--- config.mk ---
export PLATFORM = sky130hd
export DESIGN_NAME = seq_restoring_divider_flat
export DESIGN_NICKNAME = d
export VERILOG_FILES = /design/src/rtl/div_pkg.sv /design/src/rtl/seq_restoring_divider_if.sv /design/src/rtl/div_step.sv /design/src/rtl/seq_restoring_divider.sv /design/src/flat_wrapper.sv
export SDC_FILE = /design/constraint.sdc
export NUM_CORES = 1
export LEC_CHECK = 0
export CAP_MARGIN = 10
export CORE_MARGIN = 2
export CORE_UTILIZATION = 46
export DETAILED_ROUTE_END_ITERATION = 7
export PLACE_DENSITY = 0.77
export SYNTH_ARGS = -nofsm -noshare
export SYNTH_HDL_FRONTEND = slang
export SYNTH_HIERARCHICAL = 1
export SYNTH_SLANG_ARGS = --single-unit
export TNS_END_PERCENT = 100
--- constraint.sdc ---
create_clock -name clk -period 2.6 [get_ports clk]
set_clock_uncertainty 0.1 [all_clocks]
set_input_delay 0.65 -clock clk [delete_from_list [all_inputs] [get_ports clk]]
set_output_delay 0.65 -clock clk [all_outputs]
set_load 0.005 [all_outputs]
--- src/rtl/div_pkg.sv ---
// Shared types and default widths for the sequential restoring divider.
package div_pkg;

  localparam int DEF_WIDTH_N = 32;
  localparam int DEF_WIDTH_D = 16;
  localparam int CNT_W       = $clog2(DEF_WIDTH_N);

  localparam logic [DEF_WIDTH_N-1:0] DBZ_QUOT = '1;

  typedef enum logic [1:0] {
    IDLE = 2'd0,
    CALC = 2'd1,
    DONE = 2'd2
  } state_t;

endpackage

--- src/rtl/seq_restoring_divider_if.sv ---
// Operand/result handshake bundle for seq_restoring_divider.
// Macro DIV_OVF_EN adds the ovf result flag.
interface seq_restoring_divider_if
  import div_pkg::*;
#(
  parameter int WIDTH_N = DEF_WIDTH_N,
  parameter int WIDTH_D = DEF_WIDTH_D
);

  logic               in_valid;
  logic               in_ready;
  logic [WIDTH_N-1:0] dividend;
  logic [WIDTH_D-1:0] divisor;
  logic               out_valid;
  logic               out_ready;
  logic [WIDTH_N-1:0] quotient;
  logic [WIDTH_D-1:0] remainder;
  logic               dbz;
`ifdef DIV_OVF_EN
  logic               ovf;

  modport master (
    output in_valid, dividend, divisor, out_ready,
    input  in_ready, out_valid, quotient, remainder, dbz, ovf
  );

  modport slave (
    input  in_valid, dividend, divisor, out_ready,
    output in_ready, out_valid, quotient, remainder, dbz, ovf
  );
`else
  modport master (
    output in_valid, dividend, divisor, out_ready,
    input  in_ready, out_valid, quotient, remainder, dbz
  );

  modport slave (
    input  in_valid, dividend, divisor, out_ready,
    output in_ready, out_valid, quotient, remainder, dbz
  );
`endif

endinterface

--- src/rtl/div_step.sv ---
// One restoring-division iteration: shift in a dividend bit, trial-subtract the divisor,
// keep the difference only when the subtract does not borrow.
module div_step #(
  parameter int WIDTH_D = 16
) (
  input  logic [WIDTH_D-1:0] r,
  input  logic               n_msb,
  input  logic [WIDTH_D-1:0] divisor,
  output logic [WIDTH_D-1:0] r_next,
  output logic               q_bit
);

  logic [WIDTH_D:0]   t;
  logic [WIDTH_D+1:0] sum;
  logic               unused_sum_msb;

  assign t = {r, n_msb};

  // t + ~d + 1 at WIDTH_D+1 bits; the carry out is set exactly when t >= divisor
  assign sum = {1'b0, t} + {1'b0, ~{1'b0, divisor}} + (WIDTH_D+2)'(1);

  assign q_bit  = sum[WIDTH_D+1];
  assign r_next = q_bit ? sum[WIDTH_D-1:0] : t[WIDTH_D-1:0];

  // r < divisor on entry, so the kept value always fits WIDTH_D bits
  assign unused_sum_msb = sum[WIDTH_D];

endmodule

--- src/rtl/seq_restoring_divider.sv ---
// Iterative unsigned restoring divider, one quotient bit per clock, valid/ready on both sides.
// Define DIV_OVF_EN to add the ovf flag (quotient wider than WIDTH_D bits, or divide-by-zero).
//
// state | meaning
// IDLE  | in_ready=1, waiting for in_valid; operands latched on acceptance
// CALC  | WIDTH_N iterations, count runs WIDTH_N-1 down to 0
// DONE  | out_valid=1, result held until out_ready
module seq_restoring_divider
  import div_pkg::*;
#(
  parameter int WIDTH_N = DEF_WIDTH_N,
  parameter int WIDTH_D = DEF_WIDTH_D
) (
  input logic                   clk,
  input logic                   rst_n,
  seq_restoring_divider_if.slave bus
);

  localparam int CW = $clog2(WIDTH_N);

  state_t             state, state_nxt;
  logic [CW-1:0]      cnt;
  logic [WIDTH_N-1:0] n_sh;
  logic [WIDTH_N-1:0] n_nxt;
  logic [WIDTH_D-1:0] r_q;
  logic [WIDTH_D-1:0] r_nxt;
  logic [WIDTH_D-1:0] div_q;
  logic               q_bit;
  logic               dbz_q;
  logic               div_zero;
`ifdef DIV_OVF_EN
  logic               ovf_q;
`endif

  div_step #(.WIDTH_D(WIDTH_D)) u_step (
    .r       (r_q),
    .n_msb   (n_sh[WIDTH_N-1]),
    .divisor (div_q),
    .r_next  (r_nxt),
    .q_bit   (q_bit)
  );

  assign div_zero = (bus.divisor == '0);

  // dividend shifts out the top while quotient bits shift in at the bottom
  assign n_nxt = {n_sh[WIDTH_N-2:0], q_bit};

  always_ff @(posedge clk or negedge rst_n) begin
    if (!rst_n) begin
      state <= IDLE;
    end else begin
      state <= state_nxt;
    end
  end

  always_comb begin
    state_nxt     = state;
    bus.in_ready  = 1'b0;
    bus.out_valid = 1'b0;
    case (state)
      IDLE: begin
        bus.in_ready = 1'b1;
        if (bus.in_valid) begin
          state_nxt = div_zero ? DONE : CALC;
        end
      end
      CALC: begin
        if (cnt == '0) begin
          state_nxt = DONE;
        end
      end
      DONE: begin
        bus.out_valid = 1'b1;
        if (bus.out_ready) begin
          state_nxt = IDLE;
        end
      end
      default: state_nxt = IDLE;
    endcase
  end

  always_ff @(posedge clk or negedge rst_n) begin
    if (!rst_n) begin
      cnt   <= '0;
      n_sh  <= '0;
      r_q   <= '0;
      div_q <= '0;
      dbz_q <= 1'b0;
`ifdef DIV_OVF_EN
      ovf_q <= 1'b0;
`endif
    end else begin
      case (state)
        IDLE: begin
          if (bus.in_valid) begin
            div_q <= bus.divisor;
            cnt   <= CW'(WIDTH_N - 1);
            dbz_q <= div_zero;
            if (div_zero) begin
              n_sh <= '1;
              r_q  <= bus.dividend[WIDTH_D-1:0];
            end else begin
              n_sh <= bus.dividend;
              r_q  <= '0;
            end
`ifdef DIV_OVF_EN
            ovf_q <= div_zero;
`endif
          end
        end
        CALC: begin
          n_sh <= n_nxt;
          r_q  <= r_nxt;
          cnt  <= cnt - CW'(1);
`ifdef DIV_OVF_EN
          if (cnt == '0) begin
            ovf_q <= ((n_nxt >> WIDTH_D) != '0);
          end
`endif
        end
        default: ;
      endcase
    end
  end

  assign bus.quotient  = n_sh;
  assign bus.remainder = r_q;
  assign bus.dbz       = dbz_q;
`ifdef DIV_OVF_EN
  assign bus.ovf       = ovf_q;
`endif

endmodule

--- src/flat_wrapper.sv ---
// flat-port wrapper written by rule: the top's interface ports become plain ports
module seq_restoring_divider_flat import div_pkg::*;
#(
  parameter int WIDTH_N = DEF_WIDTH_N,
  parameter int WIDTH_D = DEF_WIDTH_D
)
  (clk, rst_n, bus_in_valid, bus_dividend, bus_divisor, bus_out_ready, bus_in_ready, bus_out_valid, bus_quotient, bus_remainder, bus_dbz);
  seq_restoring_divider_if #(.WIDTH_N(WIDTH_N), .WIDTH_D(WIDTH_D)) bus_i ();
  input logic clk;
  input logic rst_n;
  input wire logic [$bits(bus_i.in_valid)-1:0] bus_in_valid;
  input wire logic [$bits(bus_i.dividend)-1:0] bus_dividend;
  input wire logic [$bits(bus_i.divisor)-1:0] bus_divisor;
  input wire logic [$bits(bus_i.out_ready)-1:0] bus_out_ready;
  output wire logic [$bits(bus_i.in_ready)-1:0] bus_in_ready;
  output wire logic [$bits(bus_i.out_valid)-1:0] bus_out_valid;
  output wire logic [$bits(bus_i.quotient)-1:0] bus_quotient;
  output wire logic [$bits(bus_i.remainder)-1:0] bus_remainder;
  output wire logic [$bits(bus_i.dbz)-1:0] bus_dbz;
  assign bus_i.in_valid = bus_in_valid;
  assign bus_i.dividend = bus_dividend;
  assign bus_i.divisor = bus_divisor;
  assign bus_i.out_ready = bus_out_ready;
  assign bus_in_ready = bus_i.in_ready;
  assign bus_out_valid = bus_i.out_valid;
  assign bus_quotient = bus_i.quotient;
  assign bus_remainder = bus_i.remainder;
  assign bus_dbz = bus_i.dbz;
  seq_restoring_divider #(.WIDTH_N(WIDTH_N), .WIDTH_D(WIDTH_D)) u_core (.clk(clk), .rst_n(rst_n), .bus(bus_i));
endmodule
---- After elaboration in Yosys (flattened, before gate mapping) ----
Cells that the tools add are included.
storage, ports and cells
  bits in registers ....................... 72
  output and inout bits ................... 51
  input port bits ......................... 52
  logic and storage cells ................. 38
operators by class
  add/sub/neg operators ................... 3
  reduce and logical (&&, ||, !) cells .... 7
  muxes and demuxes ....................... 16
  bitwise operators ....................... 1
  eq/ne operators ......................... 5
operator list
  cell                                                                   number
  32-bit two-way mux                                                     2
  32-bit one-hot mux with 2 select lines                                 1
  16-bit two-way mux                                                     3
  16-bit one-hot mux with 2 select lines                                 1
  17-bit by 17-bit adder with 18-bit output                              1
  18-bit by 1-bit adder with 18-bit output, second input constant        1
  16-bit inverter with 17-bit output                                     1
  16-bit zero test                                                       1
  5-bit one-hot mux with 2 select lines                                  1
  2-bit two-way mux                                                      4
  2-bit one-hot mux with 3 select lines                                  1
  5-bit zero test                                                        1
  5-bit two-way mux                                                      1
  5-bit by 1-bit subtractor with 5-bit output, second input constant     1
  2-bit != test, second input constant                                   2
  2-bit AND reduction                                                    2
  3-bit AND reduction                                                    1
  2-bit by 1-bit equality test with 1-bit output, second input constant  1
  2-bit equality test, second input constant                             1
  2-bit zero test                                                        1
  1-bit two-way mux                                                      2
  2-bit by 1-bit != test with 1-bit output, second input constant        1
  2-bit nonzero test                                                     1

---- Logic depth before layout (Yosys ltp) ----
  word-level depth ........................ 5
  mapped depth ............................ 12
  mapped depth without buffers ............ 12

---- Modules after synthesis ----
The synthesis kept the hierarchy.
modules (own cells, without submodules)
  module                 times used  cells each  seq. area each (um2)  area an instance (um2)
  seq_restoring_divider  1           338         1801.7                3410.8
  div_step               1           157         0.0                   1162.4

---- Least setup slack after synthesis ----
Ideal clock, no wire load.
  path type ............................... register to register
  from .................................... reg u_core.r_q[0], in the netlist u_core/bus.remainder[0]
  to ...................................... reg u_core.r_q[12], in the netlist u_core/bus.remainder[12]
  setup time .............................. 0.132 ns
  required time ........................... 2.368 ns
  slack ................................... -0.052 ns
  buffers on the path ..................... 1
  stages on the path, launching flop included .. 11
  data arrival time ....................... 2.420 ns
  period minus slack after synthesis ...... 2.652 ns
  cells stage by stage .................... dfrtp_1 -> ha_1 -> nor2b_1 -> o31a_1 -> o31a_4 -> a21oi_4 -> o31ai_4 -> buf_8 -> mux2_4 -> o221ai_1 -> o21ai_1
between the ends
  cells in the longest elaborated chain, start to end .. 4
ends and longest elaborated chain
  element                                    RTL line                      text
  start: declaration                         seq_restoring_divider.sv:25   logic [WIDTH_D-1:0] r_q;
  start signal: assignment                   seq_restoring_divider.sv:101  r_q <= bus.dividend[WIDTH_D-1:0];
  start signal: assignment                   seq_restoring_divider.sv:113  r_q <= r_nxt;
  17-bit by 17-bit adder with 18-bit output  div_step.sv:20                assign sum = {1'b0, t} + {1'b0, ~{1'b0, divisor}} + (WIDTH_D+2)'(1);
  18-bit by 1-bit adder with 18-bit output   div_step.sv:20
  named net u_core.q_bit                     seq_restoring_divider.sv:28   logic q_bit;
  16-bit two-way mux                         div_step.sv:23                assign r_next = q_bit ? sum[WIDTH_D-1:0] : t[WIDTH_D-1:0];
  named net u_core.r_nxt[12]                 seq_restoring_divider.sv:26   logic [WIDTH_D-1:0] r_nxt;
  16-bit one-hot mux with 2 select lines     seq_restoring_divider.sv:93   case (state)
The timed path passes the listed nets, and every way through them passes these cells.
A chain may end at the register's enable or synchronous reset.

---- Worst setup path after layout ----
  from .................................... reg u_core.n_sh[31], in the netlist u_core/bus.quotient[31]
  to ...................................... reg u_core.r_q[10], in the netlist u_core/bus.remainder[10]
between the ends
  cells in the longest elaborated chain, start to end .. 4
ends and longest elaborated chain
  element                                    RTL line                      text
  start: declaration                         seq_restoring_divider.sv:23   logic [WIDTH_N-1:0] n_sh;
  start signal: assignment                   seq_restoring_divider.sv:103  n_sh <= bus.dividend;
  start signal: assignment                   seq_restoring_divider.sv:112  n_sh <= n_nxt;
  17-bit by 17-bit adder with 18-bit output  div_step.sv:20
  18-bit by 1-bit adder with 18-bit output   div_step.sv:20
  16-bit two-way mux                         div_step.sv:23
  named net u_core.r_nxt[10]                 seq_restoring_divider.sv:26
  16-bit one-hot mux with 2 select lines     seq_restoring_divider.sv:93
The timed path passes the listed nets, and every way through them passes these cells.

==> run_results.csv <==
group,metric,value,unit
yosys,ys_seq_elements,72,
grt,grt_pass1_vias,4322,
yosys,yosysSeqAreaShare,0.3940,
clock_tree,clockRootBuffer,"clkbuf_8",
clock_tree,clkTransAtPathRegs,80,ps
floorplanning,ios,103,
routing,via_per_inst,6.029,
pwr,ir_worst_vdd,0.6559,mV
timing,hold_slack,209.9,ps
finish,area_delta_synth_final,40.96,%
grt,antenna_found_initial,0,
setup_path,cp_data_required_time,2770,ps
setup_path,crit_family,"compound AO/OA/AOI/OAI gates",
setup_path,slowest_delay,410,ps
clock_tree,clockBufferDepth,2,
yosys,synth-warning-count,6,
clock_tree,cts_tree,"built",
yosys,syn-mean-instance-area,9.239,µm²
timing,fin_setup_tns,0,ps
setup_path,critical_path.most_common_cell,"inv_2",
clock_tree,cts_max_level,3,
clock_tree,cts.sinks,72,
setup_path,worst_ep_arrival_time,2760,ps
yosys,synth.largest_area_cell,"dfrtp_1",
status,status,"completed",
clock_tree,numCtsBuffers,9,
yosys,synth-edff-count,0,
yosys,synthFlopType,"dfrtp_1",
grt,overflow,0,
setup_path,start_kind,"register",
routing,drtAntennaViolNets,0,
yosys,synth-async-reset-ratio,1.000,
timing,worstMarginPinSlew,617.0,ps
pwr,leakagePower,2.699,nW
timing,layout_min_cycle_time,2594,ps
timing,drv_slew,0,
setup_path,cp_slowest_cell,"dfrtp_1",
setup_path,crit_path_cell_trace,"inv_2, ha_4, inv_2, fa_2, a211oi_2, o21ai_2, a31oi_2, buf_4, nor3b_1, a311oi_1, mux2_4, o221ai_2, o21ai_1",
finish,final_util,0.6626,
floorplanning,initial_core_util,0.4700,
yosys,synth_fp_nets,565,
yosys,synth.area.top_cells,"dfrtp_1 39%, nand2_1 5.7%, ha_1 4.7%",
clock_tree,postCtsHoldBufs,0,
setup_path,r2r_start,"u_core/bus.quotient[31]$_DFFE_PN0P_",
yosys,ys_types,56,
floorplanning,core,0.009729,mm²
clock_tree,insertion_delay,340,ps
placed_design,hpwl,9.265,mm
floorplanning,rows,36,
routing,wl_per_cell,18.22,µm
pwr,p_per_area,1647,mW/mm²
yosys,syn-cell-area,0.004573,mm²
flow_run,max-cap-violations,0,
placed_design,gp_congestion,0.8970,
finish,drive_gt1_frac,0.1936,
yosys,synth_top_area_frac,0.3940,
routing,drtIter0Drc,379,
setup_path,crit_start,"u_core/bus.quotient[31]$_DFFE_PN0P_",
setup_path,cp-end-kind,"register",
timing,setup_viol,0,
timing,max_freq,0.3854,GHz
finish,n_antenna_cell,0,
finish,nets,690,
setup_path,crit_fanout,2,
setup_path,worst-setup-path-type,"register to register",
yosys,postSynthCellCount,495,
timing,grt_setup_unrepaired,"true",
setup_path,crit_buf_inv,3,
grt,grt_max_degree,73,
timing,relSlewSlack,0.5878,
floorplanning,die_area,0.01075,mm²
floorplanning,die_y,103.7,µm
routing,drt-pass1-iter-count,6,
grt,grt_pass1_wl,21.73,mm
timing,period_share,0.9979,
placed_design,port_buffers,102,
grt,grt_util_all_layers,0.2474,
routing,drt_drc_violations_left,0,
routing,num_vias,4570,
floorplanning,die_x,103.7,µm
routing,wl,13.81,mm
timing,hold_violations,0,
worst_hold_path,min_path_type,"input pin to async pin",
[sequential cells by signal (all words and copies together) (netlist names)]
name                  count
u_core/bus.dbz            1
u_core/bus.quotient      32
u_core/bus.remainder     16
u_core/cnt                5
u_core/div_q             16
u_core/state              2
[Yosys cell counts (4+ instances only)]
library cell  count
nor2_1           16
a211oi_1         20
nand2b_1          4
o21ai_1          19
o22ai_1           9
nor4_1            4
ha_1             17
nor3_1           12
buf_2            23
a21oi_1          36
dfrtp_1          72
o21ai_0          14
o221ai_1         24
buf_6             4
nand2_1          69
a221oi_1         16
mux2i_1          12
mux2_2            6
o211ai_1         17
a21o_1            5
mux2_4            7
nand3_1           6
inv_1            23
clkbuf_1          8
xor2_1            7
[worst register-to-register path: stages (launching register included)]
cell	delay, ps
dfrtp_1	410
inv_2	90
ha_4	150
inv_2	40
fa_2	340
a211oi_2	210
o21ai_2	90
a31oi_2	180
buf_4	160
nor3b_1	60
a311oi_1	300
mux2_4	230
o221ai_2	80
o21ai_1	90
[layout make-up]
class | instances | area (µm²)
multi-input combinational | 361 | 2660
inverter | 23 | 86.33
tap | 133 | 166.4
timing repair buffer | 153 | 1489
clock buffer | 10 | 127.6
fill | 759 | 3283
clock inverter | 6 | 115.1
sequential | 72 | 1802
[path summary, 6_finish.rpt]
kind / end / slack (ps) / cells after the start
worst max-delay path: u_core/bus.remainder[10]$_DFFE_PN0P_ / 6 / 13
worst min-delay path: u_core/bus.remainder[4]$_DFFE_PN0P_ / 210 / 2
worst max register to register: u_core/bus.remainder[10]$_DFFE_PN0P_ / 6 / 13
worst min register to register: u_core/div_q[10]$_DFFE_PN0P_ / 380 / 2
max in group asynchronous: u_core/div_q[9]$_DFFE_PN0P_ / 1850 / 2
min in group clk: u_core/div_q[10]$_DFFE_PN0P_ / 380 / 2
[cell usage in the layout (no fill, tap or decap), drive strengths merged, types with 2 or more instances in the layout]
cell           instances
a211oi                20
a21o                   5
a21oi                 38
a221oi                16
a31oi                  3
and2                   4
and3                   2
buf                   52
bufinv                 3
clkbuf                10
clkdlybuf4s50        101
dfrtp                 72
ha                    17
inv                   24
mux2                  13
mux2i                 12
nand2                 69
nand2b                 4
nand3                  6
nand4                  2
nor2                  17
nor2b                  3
nor3                  12
nor3b                  2
nor4                   4
o211ai                17
o21a                   4
o21ai                 33
o221ai                24
o22ai                  9
o31a                   2
or3                    2
or3b                   3
xor2                   7
[layer usage]
metal	vias to the layer above	share of wire	track usage
met5	-	0	0
met4	0	0.036	0.1091
met3	44	0.061	0.03461
met2	211	0.48	0.3884
met1	2209	0.42	0.3423
li1	2106	-	-
[through the flow]
stage / power [mW] / setup WS (ps) / std cells / area, µm²
after floorplan: 6.395 / -13.83 / 495 / 4611
after CTS: 9.963 / -12.68 / 751 / 6260
final: 10.62 / 5.563 / 758 / 6446
after detailed placement: 8.664 / -143.2 / 730 / 5958
after global placement: 8.395 / -25.17 / 730 / 5958
after global routing: 11.31 / -104.2 / 758 / 6446
[cell families after synthesis]
family                     share of synthesized area
muxes                                        0.06402
AOI/OAI and AO/OA                             0.2758
buffers and inverters                        0.06867
adders and majority gates                    0.05089
and+or+nand+nor                               0.1313
xor gates and xnor gates                     0.01532
DFF                                           0.3940
[repair_timing]
item	in CTS	in global routing
endpoints found under the setup margin	13	15
cloned	0	1
buffers inserted	5	6
gates resized for setup	6	27
pin swaps	5	9
endpoints found under the hold margin	0	0
[power breakdown]
part	internal (mW)	switching, mW	total, mW	leakage (nW)
Sequential	1.71	0.529	2.24	0.855
Combinational	3.90	3.40	7.30	1.73
Clock	0.643	0.440	1.08	0.117
(Power assumes the default switching activity.)
==> RTL edit (same flow settings) <==
The package constant `DEF_WIDTH_D` goes from 16 to 20.
--- a/src/rtl/div_pkg.sv
+++ b/src/rtl/div_pkg.sv
@@ -4,3 +4,3 @@
   localparam int DEF_WIDTH_N = 32;
-  localparam int DEF_WIDTH_D = 16;
+  localparam int DEF_WIDTH_D = 20;
   localparam int CNT_W       = $clog2(DEF_WIDTH_N);
Ports: changed (resized bus_divisor and bus_remainder); port bits go from 103 to 111. No check against the original RTL was run, so the function may have changed too.
==> RTL edit against the unedited design <==
The run now ends with setup timing left; global-route usage grew 3.3 points; total power grew 28%; clock power grew 31%; setup slack lost 0.091 ns; routed wire length grew 27%; count of clock-buffer cells in the layout is the same; critical path depth shrank 2; area after synthesis grew 16%; maximum frequency shrank 3.4%; critical path type unchanged; sequential cell count grew 8; design area grew 20%; cell count grew 21%; combinational power grew 34%.
==> RTL edit: results (changes against the unedited design) <==
PD cells - 1760 mW/mm^2 (+6.8%)
P_leak - 0.00338 uW (+25%)
final WL - 17600 um (+27%)
worst min-delay path class - input port to async pin
largest fanout of any net on the critical path - 8 (+6)
pre-CTS setup slack - -0.308 ns (-0.165 ns)
final setup vio count - 13 (+13)
number of levels the H-tree was split into - 3 (unchanged)
setup total negative slack - -0.728 ns (-0.728 ns)
combinational share of power - 71.8% (+3.1 points)
first-pass GRT wire length - 27800 um (+28%)
synthesized-area fraction occupied by xor and xnor cells - 2.15% (+0.62 points)
mux cell area share after synthesis - 5.32% (-1.1 points)
stage delay of the slowest cell on the critical path - 0.38 ns (-0.03 ns)
via count of the first global-routing pass - 5415 (+25%)
violations in the final reports - setup timing
per-instance average area after synthesis - 8.77 um^2 (-5.1%)
unique cell type count in the Yosys netlist - 61 (+8.9%)
share of flip-flops with an asynchronous set or reset after synthesis - 100% (unchanged)
drt first-iter violations - 395 (+4.2%)
Net count, final - 851 (+23%)
Worst VDD drop - 913 uV (+39%)
maximum root-to-sink buffer count - 2 (unchanged)
launch point of the worst path - u_core/bus.remainder[6]
CTS Root Cell - clkbuf_16
clock slew at the register clock pins of the worst setup and hold paths - 0.06 ns (-0.02 ns)
pin count of the biggest net entering global routing - 37 (-49%)
HPWL after detailed placement - 12500 um (+35%)
global-route usage over all layers - 28.0% (+3.3 points)
P_sw - 5700 uW (+30%)
fraction of the yosys area taken by sequential cells - 37.8% (-1.6 points)
worst reg2reg path depth - 11 (-2)
final setup margin - -0.0853 ns (-0.0909 ns)
average via count per standard cell - 5.95 (-1.2%)
share of the synthesized area in compound gates (AO/OA/AOI/OAI) - 24.0% (-3.6 points)
layout cells sized above 1 - 23.9% (+4.6 points)
Final GP Congestion - 0.951 (+6.0%)
post-CTS resize count - 18 (+12)
Cells after DPL - 895 (+23%)
syn nets - 682 (+21%)
WP data arrival - 2.81 ns (+0.05 ns)
Rel. slew slack - 73.8% (+15 points)
cell area reported after detailed placement - 0.00708 mm^2 (+19%)
first-pass detailed-route iteration total - 5 (-1)
leading cell types by count after synthesis - 85 x nand2_1, 80 x dfrtp_1, 60 x a21oi_1
biggest area contributors in the synthesized netlist - dfrtp_1 38%, nand2_1 6.0%, a21oi_1 5.7%
run status - finished, violations left
input/output buffers - 110 (+7.8%)
synthesized-area fraction occupied by adder cells - 5.34% (+0.25 points)
destination of the critical timing path - u_core/bus.remainder[8]
Final Hold Slack - 0.106 ns (-0.104 ns)
clock insertion delay at the later pin of the skew report - 0.34 ns (about the same)
post-CTS setup buffer count - 7 (+2)
post-DR wirelength/cell - 19.1 um (+5.0%)
power in sequential cells - 2420 uW (+8%)
remaining global-route overflow - 0 (unchanged)
## RTL edit: cell types whose count changed in the layout (fill, tap and decap cells not counted), moves of 11 or more
cell | before | now
nand2_1 | 69 | 84
nor2_1 | 16 | 37
a211oi_1 | 19 | 4
a21oi_1 | 35 | 53
nand4_1 | 2 | 23
xnor2_1 | 1 | 12
o211ai_1 | 17 | 5
a22oi_1 | 1 | 13
o221ai_1 | 17 | 2
buf_4 | 41 | 85
a221oi_1 | 16 | 0
## RTL edit: routing by layer
metal	part of all wire, %	global-route usage (%)	vias up
met5	0	0	-
met3	5.7	3.83	41
met1	41	35.7	2685
met2	50	47.6	218
li1	-	-	2534
met4	3.4	12.3	0
## RTL edit: cell type report
type                       count  area [um^2]
clock inverter                 5         86.3
inverter                      27          109
fill                         908         3590
clock buffer                  10          239
multi-input combinational    450         3190
sequential                    80         2000
timing repair buffer         205         1930
tap                          143          179
